`src/rtl/cmd_queue_pkg.sv`:
```
// Shared types and constants for the issuer command queue.
package cmd_queue_pkg;

  localparam int CMDQ_DEPTH = 16;

  typedef struct packed {
    logic [3:0]  op;
    logic [7:0]  tag;
    logic [19:0] arg;
  } cmd_t;

endpackage

```
`src/rtl/cmdq_mem.sv`:
```
// Command storage: register array, one synchronous write port, one combinational read port.
module cmdq_mem
  import cmd_queue_pkg::*;
#(
  parameter int DEPTH = CMDQ_DEPTH,
  parameter int PTR_W = $clog2(DEPTH)
) (
  input  logic             i_clk,
  input  logic             we,
  input  logic [PTR_W-1:0] wr_ptr,
  input  cmd_t             wr_data,
  input  logic [PTR_W-1:0] rd_ptr,
  output cmd_t             rd_data
);

  cmd_t mem [DEPTH];

  // Storage is deliberately not reset; the head is ignored while the queue is empty.
  always_ff @(posedge i_clk) begin
    if (we) mem[wr_ptr] <= wr_data;
  end

  assign rd_data = mem[rd_ptr];

endmodule

```
`src/rtl/cmd_queue.sv`:
```
// Show-ahead command FIFO between host pushes and the issuer's read strobe.
// Optional high-watermark and push counters are built when CMDQ_STATS_EN is defined.
module cmd_queue
  import cmd_queue_pkg::*;
#(
  parameter  int DEPTH = CMDQ_DEPTH,
  localparam int PTR_W = $clog2(DEPTH),
  localparam int CNT_W = $clog2(DEPTH + 1)
) (
  input  logic             i_clk,
  input  logic             i_rstn,
  input  logic             i_wr_en,
  input  cmd_t             i_wr_cmd,
  output logic             o_full,
  input  logic             i_rd,
  output cmd_t             o_cmd,
  output logic             o_empty,
  input  logic             i_flush,
  output logic [CNT_W-1:0] o_count,
  output logic             o_overflow,
  output logic             o_underflow
`ifdef CMDQ_STATS_EN
  ,
  output logic [CNT_W-1:0] o_max_count,
  output logic [31:0]      o_push_total
`endif
);

  logic [PTR_W-1:0] wr_ptr, rd_ptr;
  logic [CNT_W-1:0] count, cnt_nxt;
  logic             push_ok, pop_ok;

  // Full/empty come from the registered count only, so accept logic has no input-to-output path.
  assign o_full  = (count == CNT_W'(DEPTH));
  assign o_empty = (count == '0);
  assign o_count = count;

  assign push_ok = i_wr_en && !o_full && !i_flush;
  assign pop_ok  = i_rd && !o_empty && !i_flush;

  always_comb begin
    cnt_nxt = count;
    if (i_flush)                cnt_nxt = '0;
    else if (push_ok && !pop_ok) cnt_nxt = count + CNT_W'(1);
    else if (pop_ok && !push_ok) cnt_nxt = count - CNT_W'(1);
  end

  always_ff @(posedge i_clk or negedge i_rstn) begin
    if (!i_rstn) begin
      wr_ptr      <= '0;
      rd_ptr      <= '0;
      count       <= '0;
      o_overflow  <= 1'b0;
      o_underflow <= 1'b0;
    end else if (i_flush) begin
      wr_ptr      <= '0;
      rd_ptr      <= '0;
      count       <= '0;
      o_overflow  <= 1'b0;
      o_underflow <= 1'b0;
    end else begin
      if (push_ok) wr_ptr <= wr_ptr + PTR_W'(1);
      if (pop_ok)  rd_ptr <= rd_ptr + PTR_W'(1);
      count <= cnt_nxt;
      if (i_wr_en && o_full) o_overflow  <= 1'b1;
      if (i_rd && o_empty)   o_underflow <= 1'b1;
    end
  end

  cmdq_mem #(.DEPTH(DEPTH), .PTR_W(PTR_W)) u_mem (
    .i_clk   (i_clk),
    .we      (push_ok),
    .wr_ptr  (wr_ptr),
    .wr_data (i_wr_cmd),
    .rd_ptr  (rd_ptr),
    .rd_data (o_cmd)
  );

`ifdef CMDQ_STATS_EN
  // Statistics survive flush; only reset clears them.
  always_ff @(posedge i_clk or negedge i_rstn) begin
    if (!i_rstn) begin
      o_max_count  <= '0;
      o_push_total <= '0;
    end else begin
      if (cnt_nxt > o_max_count) o_max_count <= cnt_nxt;
      if (push_ok && o_push_total != 32'hFFFF_FFFF) o_push_total <= o_push_total + 32'd1;
    end
  end
`endif

endmodule

```
`config.mk`:
```
export PLATFORM = sky130hd
export DESIGN_NAME = cmd_queue
export DESIGN_NICKNAME = d
export VERILOG_FILES = /design/src/rtl/cmd_queue_pkg.sv /design/src/rtl/cmdq_mem.sv /design/src/rtl/cmd_queue.sv
export SDC_FILE = /design/constraint.sdc
export NUM_CORES = 1
export LEC_CHECK = 0
export ABC_AREA = 1
export CORE_ASPECT_RATIO = 1.1
export CORE_MARGIN = 4
export CORE_UTILIZATION = 42
export DETAILED_ROUTE_END_ITERATION = 6
export GPL_TIMING_DRIVEN = 0
export PLACE_DENSITY = 0.63
export SETUP_SLACK_MARGIN = 0.02
export SLEW_MARGIN = 40
export SYNTH_ARGS = -nofsm -noshare
export SYNTH_HDL_FRONTEND = slang
export SYNTH_HIERARCHICAL = 1
export SYNTH_SLANG_ARGS = --single-unit
```
`constraint.sdc`:
```
create_clock -name i_clk -period 3.7 [get_ports i_clk]
set_clock_uncertainty 0.15 [all_clocks]
set_input_delay 1.11 -clock i_clk [delete_from_list [all_inputs] [get_ports i_clk]]
set_output_delay 1.11 -clock i_clk [all_outputs]
set_load 0.005 [all_outputs]
```
==> flow_summary.toml <==
[pwr]
power_uw = 16100
p_leak_uw = 0.0118
ir_worst_vdd_mv = 0.355
power-per-cell-area_nw_per_um2 = 577

[status]
outcome = "finished, violations left"
violations = "negative setup slack"

[grt]
overflow = 0
grt_busiest_layer = "met2"
grtUsageMet1_pct = 28.1
antenna_found_initial = 1
grt_pass1_vias = 15700
grt_pass1_wl_um = 95400
track_usage_pct = 21.8
grt_max_degree = 17
met2_usage_pct = 36.6
grt_util_met3_pct = 3.74

[worst_setup_path]
path_buf_inv = 5
cpMaxStageDelayCell = "clkdlybuf4s50_1"
crit_type = "register to output port"
cp_data_required_time_ps = 2440
cp_slowest_stage_delay_ps = 500
path_max_fanout = 10
arrival_ps = 2470
crit_path_cell_trace = "buf_6 > inv_8 > buf_16 > buf_8 > nand2_1 > nand3_1 > nand3_1 > nand3_2 > nand2_1 > clkdlybuf4s50_1"
cp-end-kind = "output port"
critPathTopFamily = "buffers and inverters"
critPathLaunchType = "register"

[sta]
layout_setup_ws_ps = -31.1
min_period_ps = 3730
finalMaxSlewViolations = 0
grt_setup_unrepaired = "yes"
timing.slew.headroom_pct = 52.6
hold_viol_final = 0
setup_viol = 1
min_period_over_period_pct = 101
tightest_slew_ps = 709
max_freq_ghz = 0.268

[floorplan]
die_w_um = 231
fp-row-count = 89
die_y_um = 253
start_util_pct = 42.7
coreArea_um2 = 53900
io_pins = 78
dieArea_um2 = 58600

[routing]
dr.pass1.iters = 5
drc = 0
drtIter0Drc = 1553
num_vias = 16100
viasPerCell = 5.14
wl_per_cell_um = 20.6
finalWirelength_um = 64600
drtAntennaViolNets = 0

[logic_synthesis]
yosysTopAreaCell = "edfxtp_1"
synth_common_cells = "nand2_1 (698), edfxtp_1 (512), inv_1 (399)"
synth_cells = 2193
synth_edf_count = 512
synthDistinctLibCells = 28
async_flop_share_pct = 2.85
syn-num-nets = 2237
synthMostInstantiatedCell = "nand2_1"
synth_seq_cells = 527
synth.avg_cell_area_um2 = 10.5
synthFlopType = "edfxtp_1"
yosys_warnings = 6
synthTopCellsByArea = "edfxtp_1 (67%), nand2_1 (11%), nand3_1 (8.6%)"
syn-cell-area_um2 = 23000
ys_seq_area_share_pct = 68.5
yosysTopAreaCellShare_pct = 66.9

[finish]
diodes = 0
finalInstanceArea_um2 = 27900
area_growth_syn_to_layout_pct = 21.2
drive_gt1_share_pct = 11.9
nets = 2407
fin_util_pct = 51.7

[placement]
io_buffers = 77
placed_area_um2 = 25500
gp_congestion = 0.826
place.detailed.hpwl_um = 42600

[clock_tree]
clockBufferDepth = 3
h-tree-depth = 2
clock-sinks = 527
clock_latency_ps = 590
ctsRootBufferMaster = "clkbuf_16"
numCtsBuffers = 52
cts_tree = "built"
path_clk_slew_ps = 50

[run]
maxCapViolations = 0

[hold_path]
hp-class = "register to register"
==> flip-flops by register name, indices dropped and copies added, names as in the netlist <==
register,flops
o_count,5
o_overflow,1
o_underflow,1
rd_ptr,4
u_mem/mem,512
wr_ptr,4
==> cell usage in the layout (no fill, tap or decap), drive strengths merged, types with 4 or more instances in the layout <==
master / instances
dlymetal6s2s: 5
nand3: 397
inv: 401
a21oi: 7
dfrtp: 15
clkinv: 26
clkdlybuf4s50: 46
buf: 131
clkbuf: 80
bufinv: 4
ha: 6
o21ai: 9
nand2: 705
dlygate4sd2: 26
nor2: 26
edfxtp: 512
==> path summary, 6_finish.rpt <==
kind,to,slack (ps),start,cells after the start
min in group asynchronous,rd_ptr[2],790,i_rstn,1
worst min-delay path,o_overflow,360,o_overflow,2
worst max-delay path,o_cmd[8],-30,rd_ptr[0],10
max in group asynchronous,rd_ptr[3],2120,i_rstn,1
worst max register to register,u_mem/mem[8][17],1000,o_count[1],8
worst min register to register,o_overflow,360,o_overflow,2
==> where the power goes <==
| part | internal [uW] | leakage (uW) | switching [uW] | total, uW |
|---|---|---|---|---|
| Clock | 2980 | 0.000821 | 2210 | 5180 |
| Combinational | 1610 | 0.00621 | 2570 | 4170 |
| Sequential | 6660 | 0.00481 | 66.8 | 6730 |
| Total | 11200 | 0.0118 | 4840 | 16100 |
==> final cells by class <==
type | instances | area [um2]
buffer | 105 | 1160
multi-input combinational | 1158 | 5290
sequential | 527 | 15800
fill | 4643 | 26000
timing repair buffer | 117 | 1560
clock inverter | 30 | 253
inverter | 402 | 1520
clock buffer | 66 | 1420
tap | 728 | 911
==> per-stage QoR <==
step                      cells  hold slack [ps]  setup WS, ps  TNS, ps
after floorplan            2193              336           301        0
after global placement     2998              335         -2060  -935820
after detailed placement   3032              345          -163    -1580
after CTS                  3130              363          -100     -388
after global routing       3133              381          -147     -159
final                      3133              357         -31.1    -31.1
==> worst reg2reg max path, stage by stage (launching register included) <==
cell and delay, ps:
dfrtp_1 460, nor2_1 110, nand3_2 120, nand2_4 100, nor2_8 160, nand3b_1 340
nor2_4 500, buf_8 280, buf_16 190
==> metal layers <==
metal | vias to the layer above | wire length, um
met5 | - | 13
met4 | 2 | 2730
met3 | 161 | 5400
met2 | 730 | 31300
met1 | 7747 | 25200
li1 | 7453 | -
==> cell families after synthesis <==
kind of cell / after synthesis / synth area share [%]
flops: 527 / 68.5
buf+inv: 508 / 9.67
mux: 1 / 0.0435
simple gates: 1132 / 21.0
xor+xnor: 2 / 0.0762
fa+ha+maj: 7 / 0.414
compound gates: 16 / 0.348
==> timing repair <==
action	CTS	global route
setup endpoints to repair	32	11
pin swaps	13	5
cloned	1	0
hold buffers	0	0
resized for setup	213	17
buffers inserted	2	3
Note: power is estimated with default switching activity, not from simulation.
